--- src/rtl/pipe_skid_buffer.sv ---
// Valid/ready pipeline stage with a two-entry skid buffer and synchronous flush.
// Handshake outputs are decoded only from the state register, so ready never depends combinationally on out_ready.
module pipe_skid_buffer #(
  parameter int unsigned      WIDTH   = 32,
  parameter logic [WIDTH-1:0] RST_VAL = {WIDTH{1'b0}}
) (
  input  logic             clk,
  input  logic             rst,
  input  logic             flush,
  input  logic             in_valid,
  output logic             in_ready,
  input  logic [WIDTH-1:0] in_data,
  output logic             out_valid,
  input  logic             out_ready,
  output logic [WIDTH-1:0] out_data,
  output logic [1:0]       count
);

  // State encodings double as the occupancy count.
  typedef enum logic [1:0] {
    EMPTY = 2'd0,
    ONE   = 2'd1,
    FULL  = 2'd2
  } state_t;

  state_t           r_state;
  state_t           w_state_next;
  logic [WIDTH-1:0] r_main;
  logic [WIDTH-1:0] r_skid;
  logic [WIDTH-1:0] w_main_next;
  logic [WIDTH-1:0] w_skid_next;
  logic             w_in_fire;
  logic             w_out_fire;

  assign out_valid  = (r_state != EMPTY);
  assign in_ready   = (r_state != FULL);
  assign count      = r_state;
  assign out_data   = r_main;
  assign w_in_fire  = in_valid & in_ready;
  assign w_out_fire = out_valid & out_ready;

  always_ff @(posedge clk or posedge rst) begin
    if (rst) begin
      r_state <= EMPTY;
      r_main  <= RST_VAL;
      r_skid  <= RST_VAL;
    end else begin
      r_state <= w_state_next;
      r_main  <= w_main_next;
      r_skid  <= w_skid_next;
    end
  end

  always_comb begin
    w_state_next = r_state;
    w_main_next  = r_main;
    w_skid_next  = r_skid;
    if (flush) begin
      // Squash overrides any handshake happening on the same edge.
      w_state_next = EMPTY;
      w_main_next  = RST_VAL;
      w_skid_next  = RST_VAL;
    end else begin
      case (r_state)
        EMPTY: begin
          if (w_in_fire) begin
            w_state_next = ONE;
            w_main_next  = in_data;
          end
        end
        ONE: begin
          if (w_in_fire && w_out_fire) begin
            w_main_next = in_data;
          end else if (w_in_fire) begin
            w_state_next = FULL;
            w_skid_next  = in_data;
          end else if (w_out_fire) begin
            w_state_next = EMPTY;
          end
        end
        FULL: begin
          if (w_out_fire) begin
            w_state_next = ONE;
            w_main_next  = r_skid;
          end
        end
        default: begin
          w_state_next = EMPTY;
        end
      endcase
    end
  end

endmodule

--- config.mk ---
export PLATFORM = sky130hd
export DESIGN_NAME = pipe_skid_buffer
export DESIGN_NICKNAME = d
export VERILOG_FILES = /design/src/rtl/pipe_skid_buffer.sv
export SDC_FILE = /design/constraint.sdc
export NUM_CORES = 1
export LEC_CHECK = 0
export ABC_CLOCK_PERIOD_IN_PS = 5100
export CAP_MARGIN = 20
export CORE_ASPECT_RATIO = 1.4
export CORE_MARGIN = 2
export CORE_UTILIZATION = 35
export CTS_CLUSTER_SIZE = 30
export DETAILED_ROUTE_END_ITERATION = 6
export SLEW_MARGIN = 30
export SYNTH_ARGS = -nofsm -noshare
export SYNTH_HDL_FRONTEND = slang
export SYNTH_SLANG_ARGS = --single-unit
--- constraint.sdc ---
create_clock -name clk -period 5.1 [get_ports clk]
set_clock_uncertainty 0.1 [all_clocks]
set_input_delay 1.275 -clock clk [delete_from_list [all_inputs] [get_ports clk]]
set_output_delay 1.275 -clock clk [all_outputs]
set_load 0.005 [all_outputs]
# Word-level counts from Yosys, hierarchy flattened
# Cells that the tools add are included.
[totals] word_cells=38 mem_bits_ro=0 inputBits=37 mem_bits_rw=0 memories=0 ff_bits=66 latch_bits=0
[classes] magnitude_cmp=0 eq_ne=9 bitwise_logic=2 shift=0 div=0 muxes=15 reduce_logical=9 n_addsub=0 n_mul=0
[ops] op="two-way mux 32 bit" count=7
[ops] op="one-hot mux 32 bit (3 select lines)" count=1
[ops] op="two-way mux 2 bit" count=6
[ops] op="!= test 3 bit (second input constant)" count=4
[ops] op="AND reduction 4 bit" count=2
[ops] op="one-hot mux 2 bit (3 select lines)" count=1
[ops] op="nonzero test 2 bit" count=3
[ops] op="!= test 2 bit (second input constant)" count=2
[ops] op="!= test 4 bit (second input constant)" count=1
[ops] op="nonzero test 4 bit" count=1
[ops] op="AND reduction 3 bit" count=1
[ops] op="AND 1 bit" count=2
[ops] op="== test 2 x 1 -> 1 bit (second input constant)" count=1
[ops] op="== test 2 bit (second input constant)" count=1
[ops] op="logical NOT 2 bit" count=1
[ops] op="logical AND 1 bit" count=1

# Logic depth before layout (Yosys ltp)
# Gate-level depths: netlist of the first run.
[logic_depth] depth_word=7 depth_mapped=5 ltp_nobuf=3

# Least setup slack after synthesis of the first run
# OpenSTA, ideal clock, no wires.
[synth_path] kind="register to output" start="reg r_state[0] (netlist: count[0])" end="out out_valid" path_stages_with_launch=4 arrival_ns=1.064 path_slack_ns=2.661 path_cell_list="dfrtp_1 -> buf_2 -> clkbuf_1 -> or2_2"
[synth_between] elab_chain_cells=1
[synth_lines] element="start, declared" line_no="26" text="state_t r_state;"
[synth_lines] element="start signal, assigned" line_no="48" text="r_state <= w_state_next;"
[synth_lines] element="nonzero test 2 bit" line_no="35" text="assign out_valid = (r_state != EMPTY);"
[synth_lines] element="end, declared" line_no="13" text="output logic out_valid,"
# Every way passes these cells.

# Worst setup path after layout of the first run
[layout_path] start="reg r_state[0] (netlist: count[0])" end="out in_ready"
[layout_between] elab_chain_cells=1
[layout_lines] element="!= test 2 bit" line_no="36" text="assign in_ready = (r_state != FULL);"
[layout_lines] element="end, declared" line_no="11" text="output logic in_ready,"
# Every way passes these cells.

==> impl_summary.log, run 1 <==
INFO  metric status = finished clean
INFO  metric max_cap_viol_count = 0
INFO  metric clock_insertion_delay_worst_skew = 0.33 ns
INFO  metric finalWorstPathRequiredPeriod = 3.32 ns
INFO  metric diodes = 0
INFO  metric cts_num_sinks = 66
INFO  metric flow.area_growth_from_synthesis = 32.3%
INFO  metric total_leakage_power = 1.93 nW
INFO  metric timing.critical_path.cells = nand2b_2 > clkdlybuf4s50_1
INFO  metric syn-mean-instance-area = 10.8 um2
INFO  metric cts_hold_buffers_added = 0
INFO  metric min_from = r_skid[28]
INFO  metric gate_count_of_the_mapped_netlist = 309
INFO  metric setup_buffers_after_cts = 0
INFO  metric final-max-slew-violation-count = 0
INFO  metric path_clk_slew = 0.05 ns
INFO  metric crit_slowest_cell = dfrtp_1
INFO  metric finalWeightedCongestion = 0.746
INFO  metric hold_slack = 0.418 ns
INFO  metric fin_crit_sh = 65.2%
INFO  metric grt_pass1_vias = 2572
INFO  metric worst-endpoint-required = 3.72 ns
INFO  metric routed_wirelength = 8.56 mm
INFO  metric post_drt_wl_per_cell = 17.9 um
INFO  metric route.detailed.vias_per_inst = 5.51
INFO  metric timing_worst_setup_path_type = register to primary output
INFO  metric critical_path_data_arrival_time = 1.95 ns
INFO  metric globalRouteTotalUtil = 17.1%
INFO  metric coreArea = 9350 um2
INFO  metric antenna_violating_nets_post_route = 0
INFO  metric synth.lib_cells_used.distinct = 22
INFO  metric timing.max_slew.rel_slack = 41.3%
INFO  metric finalSetupViolCount = 0
INFO  metric top_level_ports = 73
INFO  metric via_count = 2639
INFO  metric dieWidth = 86.4 um
INFO  metric drive_gt1_share = 15.7%
INFO  metric post_cts.resized_instances = 0
INFO  metric ys_seq_area_share = 49.6%
INFO  metric final_cell_area = 4400 um2
INFO  metric fp.dieArea = 10300 um2
INFO  metric cts_max_level = 3
INFO  metric tritoncts = built
INFO  metric start_util = 35.6%
INFO  metric maximum_vdd_drop = 183 uV
INFO  metric floorplan.rows = 42
INFO  metric fin_setup_tns = 0 ns
INFO  metric setup_repair_after_global_routing_missed_its_margin = false
INFO  metric cp-start-kind = register
INFO  metric aggregate_global_routing_overflow = 0
INFO  metric firstDrtPassIters = 4
INFO  metric post-route-drc-count = 0
INFO  metric critPathLaunch = count[0]
INFO  metric final-hold-violation-count = 0
INFO  metric clockBufferDepth = 2
INFO  metric synth_area = 3330 um2
INFO  metric cts_root_buf = clkbuf_16
INFO  metric grt_antenna_before_repair = 0
INFO  metric dp_hpwl = 5.15 mm
INFO  metric cpPeakStageDelay = 0.85 ns
INFO  metric mappedNetlistNets = 346
INFO  metric synth_seq_cells = 66
INFO  metric hold_path_class = register to register
INFO  metric synth_warn = 0
INFO  metric cp-end-kind = primary output
INFO  metric r2r_start = count[0]
INFO  metric chipHeight = 119 um
INFO  metric place_area = 4090 um2
INFO  metric grt_pass1_wl = 13.6 mm
INFO  metric worst_pin_slew = 0.881 ns
INFO  metric largest_net_degree_at_the_start_of_global_routing = 66
INFO  metric place.port_buffers = 72
INFO  metric critPathMaxFanout = 23
INFO  metric final_net_count = 401
INFO  metric postLayoutCoreUtil = 47.1%
INFO  metric inserted_clock_buffers = 9
INFO  metric fillerInstances = 910
INFO  metric achievable-frequency = 301 MHz
INFO  metric power_density = 320 nW/um2
INFO  metric drt_iter0_markers = 151
==> metrics by stage <==
stage | total power [W] | setup WS, ns | std cells
after floorplan | 0.000687 | 2.07 | 309
final | 0.00141 | 1.78 | 479
after global routing | 0.00147 | 1.69 | 479
after detailed placement | 0.000798 | 1.60 | 463
after CTS | 0.00142 | 1.78 | 479
after global placement | 0.000796 | 1.66 | 463
==> where the power goes <==
part / leakage (nW) / switching (W) / internal, W / total [W]
combinational: 0.902 / 0.000103 / 0.000106 / 0.000209
sequential: 0.886 / 0.0000250 / 0.000554 / 0.000579
clock: 0.147 / 0.000215 / 0.000405 / 0.000620
total: 1.93 / 0.000343 / 0.00106 / 0.00141
==> critical path, delay by kind of cell (launching register included) <==
kind	cells	cell delay, ns
DFF	1	0.85
buffers and inverters	1	0.50
and+or+nand+nor	1	0.26
==> synthesized netlist by cell type <==
| library cell | number | share of area [%] |
|---|---|---|
| a211oi_1 | 1 | 0.23 |
| a21oi_1 | 33 | 5.0 |
| and4bb_1 | 1 | 0.38 |
| buf_2 | 6 | 0.90 |
| buf_6 | 3 | 1.0 |
| clkbuf_1 | 26 | 2.9 |
| clkinv_1 | 1 | 0.11 |
| dfrtp_1 | 66 | 50 |
| inv_1 | 1 | 0.11 |
| mux2i_1 | 33 | 9.9 |
| nand2_1 | 65 | 7.3 |
| nand2b_1 | 1 | 0.19 |
| nand3b_1 | 2 | 0.45 |
| nand4bb_1 | 1 | 0.34 |
| nor2_1 | 1 | 0.11 |
| o2111ai_1 | 32 | 8.4 |
| o211a_4 | 1 | 0.53 |
| o21a_1 | 1 | 0.23 |
| o31ai_1 | 2 | 0.45 |
| o31ai_2 | 30 | 11 |
| or2_2 | 1 | 0.19 |
| or3b_1 | 1 | 0.26 |
==> routing by layer <==
metal	GRT usage, %	share of wire (%)	wire [um]
met1	22.8	47	3980
met2	26.3	48	4120
met3	4.44	3.3	280
met4	7.13	2.1	178
met5	0	0	0
==> cell usage in the layout, fill, tap and decap left out, types with 2 or more instances in the layout <==
master	netlist	final
clkdlybuf4s50_1	0	71
dfrtp_1	66	66
nand2_1	65	65
a21oi_1	33	33
mux2i_1	33	32
o2111ai_1	32	32
o31ai_2	30	30
clkbuf_16	0	9
buf_4	0	7
clkbuf_1	26	3
nand3b_1	2	2
clkinv_2	0	2
o31ai_1	2	2
clkbuf_8	0	2
==> kinds of logic (layout without fill, tap and decap cells) <==
family	Yosys count	after routing	synth area share (%)
AOI/OAI and AO/OA	100	100	26.1
buffers and inverters	37	97	5.08
DFF	66	66	49.6
muxes	33	33	9.93
and+or+nand+nor	73	73	9.25
==> path summary, 6_finish.rpt <==
check                      slack, ns  cells after the start      endpoint
setup / recovery                1.78                      2      in_ready
hold / removal                  0.42                      2    r_skid[28]
setup reg to reg                2.77                      4  out_data[12]
hold reg to reg                 0.42                      2    r_skid[28]
max in group asynchronous       2.81                      3    r_skid[15]
min in group asynchronous       1.29                      2    r_skid[29]
==> flip-flops by register name (all words and copies together) (netlist names) <==
register,flops
r_skid,32
out_data,32
count,2
==> final cells by class <==
| type | instances | area [um2] | area share [%] |
|---|---|---|---|
| Clock buffer | 14 | 264 | 6.00 |
| Clock inverter | 2 | 35.0 | 0.796 |
| Inverter | 2 | 8.76 | 0.199 |
| Multi-Input combinational cell | 206 | 1540 | 34.9 |
| Sequential cell | 66 | 1650 | 37.5 |
| Tap cell | 110 | 138 | 3.13 |
| Timing Repair Buffer | 79 | 768 | 17.4 |
No activity file was read; power rests on OpenSTA's default activity.
==> run 2, diff against run 1 <==
ABC_CLOCK_PERIOD_IN_PS = 3350   (was 5100)
clock period = 3.35 ns   (was 5.1 ns; I/O delays follow)
==> run 2 against run 1 <==
Against the previous run: cell area fell by 0.45%; largest cell class unchanged; via count fell by 1.4%; critical endpoint is now out_valid; combinational power rose by 56%; clock-buffer cell count fell by 1; core utilization fell by 0.21 points; sequential power rose by 51%; largest power group is now sequential cells.
==> impl_summary.log, run 2 (synthesis results as in run 1) <==
INFO  metric aggregate_global_routing_overflow = 0 (unchanged)
INFO  metric clockBufferDepth = 2 (unchanged)
INFO  metric cts_num_sinks = 66 (unchanged)
INFO  metric crit_slowest_cell = dfrtp_1
INFO  metric fin_crit_sh = 74.6%
INFO  metric antenna_violating_nets_post_route = 0 (unchanged)
INFO  metric postLayoutCoreUtil = 46.9% (-0.21 points)
INFO  metric layout.cells.most_common = clkdlybuf4s50_1
INFO  metric cp-start-kind = register
INFO  metric maximum_vdd_drop = 290 uV (+58%)
INFO  metric timing.max_slew.rel_slack = 41.5% (+0.24 points)
INFO  metric top_level_ports = 73 (unchanged)
INFO  metric hold_path_class = register to register
INFO  metric grt_pass1_vias = 2604 (+1.2%)
INFO  metric chipHeight = 119 um (unchanged)
INFO  metric tritoncts = built
INFO  metric inserted_clock_buffers = 9 (unchanged)
INFO  metric dieWidth = 86.4 um (unchanged)
INFO  metric critPathLaunch = count[1]
INFO  metric timing_worst_setup_path_type = register to primary output
INFO  metric grt_antenna_before_repair = 0 (unchanged)
INFO  metric worst-endpoint-required = 2.41 ns (-1.31 ns)
INFO  metric min_from = r_skid[7]
INFO  metric path_clk_slew = 0.05 ns (about the same)
INFO  metric cts_hold_buffers_added = 0 (unchanged)
INFO  metric hold_slack = 0.420 ns (+0.00232 ns)
INFO  metric critPathMaxFanout = 9 (-61%)
INFO  metric finalSetupViolCount = 0 (unchanged)
INFO  metric largest_net_degree_at_the_start_of_global_routing = 66 (unchanged)
INFO  metric grt_pass1_wl = 14.0 mm (+3.2%)
INFO  metric start_util = 35.6% (unchanged)
INFO  metric via_count = 2601 (-1.4%)
INFO  metric layout.cells.most_common_list = clkdlybuf4s50_1 (71), dfrtp_1 (66), nand2_1 (65)
INFO  metric final-max-slew-violation-count = 0 (unchanged)
INFO  metric clock_insertion_delay_worst_skew = 0.32 ns (about the same)
INFO  metric worstPathBufferInverterCount = 1 (unchanged)
INFO  metric timing.critical_path.cells = or2_2 > clkdlybuf4s50_1
INFO  metric finalWorstPathRequiredPeriod = 2.50 ns
INFO  metric routed_wirelength = 8.47 mm (-1.1%)
INFO  metric floorplan.rows = 42 (unchanged)
INFO  metric finalWeightedCongestion = 0.720 (-3.5%)
INFO  metric cp-end-kind = primary output
INFO  metric critical_path_data_arrival_time = 1.56 ns (-0.39 ns)
INFO  metric post_drt_wl_per_cell = 17.8 um (-0.66%)
INFO  metric route.detailed.vias_per_inst = 5.45 (-1.0%)
INFO  metric r2r_slack = 1.45 ns (-1.32 ns)
INFO  metric cts_root_buf = clkbuf_16
INFO  metric flow.area_growth_from_synthesis = 31.7%
INFO  metric max_cap_viol_count = 0 (unchanged)
INFO  metric setup_repair_after_global_routing_missed_its_margin = false
INFO  metric post-route-drc-count = 0 (unchanged)
INFO  metric drive_gt1_share = 15.3% (-0.46 points)
INFO  metric total_leakage_power = 1.92 nW (-0.63%)
INFO  metric globalRouteTotalUtil = 17.5% (+0.43 points)
INFO  metric diodes = 0 (unchanged)
INFO  metric drt_iter0_markers = 170 (+13%)
INFO  metric total_power = 0.00204 W (+45%)
INFO  metric fp.dieArea = 10300 um2 (unchanged)
INFO  metric achievable-frequency = 400 MHz
INFO  metric power_density = 465 nW/um2 (+45%)
INFO  metric cpLargestDelayFamily = flip-flops
INFO  metric final_net_count = 402 (+0.25%)
INFO  metric setup_buffers_after_cts = 0 (unchanged)
INFO  metric status = finished clean
INFO  metric post_cts.resized_instances = 0 (unchanged)
INFO  metric r2r_start = count[0]
INFO  metric dp_hpwl = 5.04 mm (-2.1%)
INFO  metric cpPeakStageDelay = 0.49 ns (-0.36 ns)
INFO  metric final-hold-violation-count = 0 (unchanged)
INFO  metric worst_pin_slew = 0.877 ns (-0.00355 ns)
INFO  metric firstDrtPassIters = 4 (unchanged)
INFO  metric fin_setup_tns = 0 ns (unchanged)
INFO  metric cts_max_level = 3 (unchanged)
INFO  metric place.port_buffers = 72 (unchanged)
INFO  metric coreArea = 9350 um2 (unchanged)
==> run 2: cell type report <==
type / count / area, um2
clock buffers: 13 / 260
fillers: 904 / 4970
inverters: 2 / 7.51
multi-input cells: 206 / 1540
flip-flops and latches: 66 / 1650
well taps: 110 / 138
repair buffers: 80 / 788
==> run 2: routing by layer <==
metal | up-vias | wire length [um] | track usage (%)
met1 | 1276 | 3910 | 23.0
met2 | 49 | 4150 | 28.1
met3 | 9 | 277 | 3.67
met4 | 0 | 135 | 7.03
met5 | - | 0 | 0
li1 | 1267 | - | -
==> run 2: final timing paths <==
path | end | cells past startpoint
min in group asynchronous | r_skid[27] | 2
hold / removal | r_skid[7] | 2
setup reg to reg | r_skid[10] | 5
hold reg to reg | r_skid[7] | 2
setup / recovery | out_valid | 2
max in group asynchronous | out_data[4] | 3
==> run 2: power by group <==
part           internal, W  switching [W]  total (W)
Clock             0.000528       0.000307   0.000835
Sequential        0.000844      0.0000306   0.000875
Combinational     0.000163       0.000163   0.000326
Total              0.00154       0.000500    0.00204
==> run 2: worst reg2reg max path: cells and delay by family, from the launching register on <==
family	cells	cell delay [ns]
DFF	1	0.44
buffers and inverters	2	0.75
and+or+nand+nor	2	0.39
AOI/OAI and AO/OA	1	0.13
==> run 2: per-stage QoR <==
stage | setup WS, ns | area, um2 | cells
after floorplan | 0.758 | 3330 | 309
after detailed placement | 0.306 | 4110 | 464
final | 0.852 | 4380 | 477
after CTS | 0.641 | 4370 | 477
after global placement | 0.384 | 4110 | 464
after global routing | 0.786 | 4380 | 477
==> run 3, diff against run 2 <==
ABC_CLOCK_PERIOD_IN_PS = 2400   (was 3350)
clock period = 2.4 ns   (was 3.35 ns; I/O delays follow)
==> run 3 against run 2 <==
Against the previous run: sequential cell count is the same; clock power is 68% higher; critical path depth is the same; total power is 51% higher; clock-buffer cell count down 3; core utilization is 0.94 points higher; sequential share of layout area down 0.74 points; worst hold slack better by 0.0014 ns; register-to-register slack lost 0.82 ns; worst setup slack worse by 0.74 ns.
==> impl_summary.log, run 3 (synthesis results as in run 1) <==
INFO  metric power_density = 689 nW/um2 (+48%)
INFO  metric post_cts.resized_instances = 0 (unchanged)
INFO  metric firstDrtPassIters = 4 (unchanged)
INFO  metric inserted_clock_buffers = 9 (unchanged)
INFO  metric timing.max_slew.rel_slack = 61.1% (+20 points)
INFO  metric fin_setup_tns = 0 ns (unchanged)
INFO  metric cts_hold_buffers_added = 0 (unchanged)
INFO  metric worst-endpoint-required = 1.70 ns (-0.71 ns)
INFO  metric critical_path_data_arrival_time = 1.59 ns (+0.03 ns)
INFO  metric post-route-worst-setup-slack = 0.114 ns (-0.738 ns)
INFO  metric setup_buffers_after_cts = 0 (unchanged)
INFO  metric cts_max_level = 3 (unchanged)
INFO  metric finalWeightedCongestion = 0.742 (+3.0%)
INFO  metric finalSetupViolCount = 0 (unchanged)
INFO  metric globalRouteTotalUtil = 17.2% (-0.34 points)
INFO  metric rr_worst_depth = 4 (-1)
INFO  metric grt_pass1_wl = 13.8 mm (-1.2%)
INFO  metric layout.cells.most_common = clkdlybuf4s50_1
INFO  metric dp_hpwl = 5.13 mm (+1.7%)
INFO  metric cp-end-kind = primary output
INFO  metric tritoncts = built
INFO  metric setup_repair_after_global_routing_missed_its_margin = false
INFO  metric finalWorstPathRequiredPeriod = 2.29 ns
INFO  metric cp-start-kind = register
INFO  metric layout.cells.most_common_list = clkdlybuf4s50_1 (71), dfrtp_1 (66), nand2_1 (65)
INFO  metric fin_crit_sh = 95.3%
INFO  metric path_clk_slew = 0.05 ns (about the same)
INFO  metric drt_iter0_markers = 266 (+56%)
INFO  metric cts_num_sinks = 66 (unchanged)
INFO  metric aggregate_global_routing_overflow = 0 (unchanged)
INFO  metric hold_path_class = register to register
INFO  metric routed_wirelength = 8.37 mm (-1.2%)
INFO  metric start_util = 35.6% (unchanged)
INFO  metric floorplan.rows = 42 (unchanged)
INFO  metric coreArea = 9350 um2 (unchanged)
INFO  metric grt_pass1_vias = 2516 (-3.4%)
INFO  metric diodes = 0 (unchanged)
INFO  metric cts_root_buf = clkbuf_16
INFO  metric largest_net_degree_at_the_start_of_global_routing = 67 (+1.5%)
INFO  metric antenna_violating_nets_post_route = 0 (unchanged)
INFO  metric place.port_buffers = 72 (unchanged)
INFO  metric timing_worst_setup_path_type = register to primary output
INFO  metric pre_cts_slack = 0.0551 ns (-0.251 ns)
INFO  metric maximum_vdd_drop = 393 uV (+36%)
INFO  metric fp.dieArea = 10300 um2 (unchanged)
INFO  metric final-hold-violation-count = 0 (unchanged)
INFO  metric via_count = 2629 (+1.1%)
INFO  metric status = finished clean
INFO  metric grt_antenna_before_repair = 0 (unchanged)
INFO  metric clockBufferDepth = 2 (unchanged)
INFO  metric top_level_ports = 73 (unchanged)
INFO  metric clock_insertion_delay_worst_skew = 0.33 ns (about the same)
INFO  metric worst_pin_slew = 0.583 ns (-0.294 ns)
INFO  metric max_cap_viol_count = 0 (unchanged)
INFO  metric achievable-frequency = 437 MHz
INFO  metric min_path_cells = 2 (unchanged)
INFO  metric critPathMaxFanout = 9 (unchanged)
INFO  metric final_net_count = 404 (+0.50%)
INFO  metric multiInputGateArea = 1530 um2 (-0.73%)
INFO  metric total_leakage_power = 1.97 nW (+2.6%)
INFO  metric fillerInstances = 876 (-3.1%)
INFO  metric final-max-slew-violation-count = 0 (unchanged)
INFO  metric flow.area_growth_from_synthesis = 34.4%
INFO  metric drive_gt1_share = 16.9% (+1.7 points)
INFO  metric route.detailed.vias_per_inst = 5.45 (about the same)
INFO  metric post-route-drc-count = 0 (unchanged)
INFO  metric chipHeight = 119 um (unchanged)
INFO  metric register_area = 1650 um2 (unchanged)
INFO  metric dieWidth = 86.4 um (unchanged)
INFO  metric post_drt_wl_per_cell = 17.4 um (-2.2%)
run 3: worst max-delay path: stages, from the launching register on:
cell	delay [ns]
dfrtp_1	0.49
or2_2	0.33
clkdlybuf4s50_1	0.44
run 3: report_power, final:
group          total [W]  internal [W]  switching, W  leakage (nW)
combinational   0.000461      0.000233      0.000227         0.925
sequential       0.00122       0.00118     0.0000439         0.886
clock            0.00140      0.000929      0.000470         0.162
run 3: routing by layer:
layer  part of all wire, %  GRT usage (%)
met1                    46           23.9
met2                    49           26.5
met3                   3.7           3.74
met4                   1.4           5.86
met5                     0              0
run 3: stage by stage:
stage	instance area [um2]	std cells	util [%]	power, W	hold slack, ns
after global routing	4470	482	47.8	0.00322	0.428
final	4470	482	47.8	0.00308	0.422
after CTS	4470	482	47.8	0.00311	0.423
after global placement	4150	466	44.4	0.00170	0.409
after floorplan	3330	309	-	0.00146	0.401
after detailed placement	4150	466	44.4	0.00171	0.415
run 3: path summary, 6_finish.rpt:
| check | start | endpoint | slack (ns) |
|---|---|---|---|
| max | count[1] | out_valid | 0.11 |
| min | r_skid[14] | r_skid[14] | 0.42 |
| max reg2reg | count[1] | out_data[24] | 0.63 |
| min reg2reg | r_skid[14] | r_skid[14] | 0.42 |
| max in group asynchronous | rst | out_data[14] | 1.33 |
| min in group asynchronous | rst | r_skid[28] | 0.55 |
run 3: layout make-up:
class,count,share of cell area [%]
sequential,66,36.9
multi-input combinational,206,34.1
timing repair buffer,82,18.5
clock buffer,10,5.35
tap,110,3.08
clock inverter,6,1.79
inverter,2,0.168
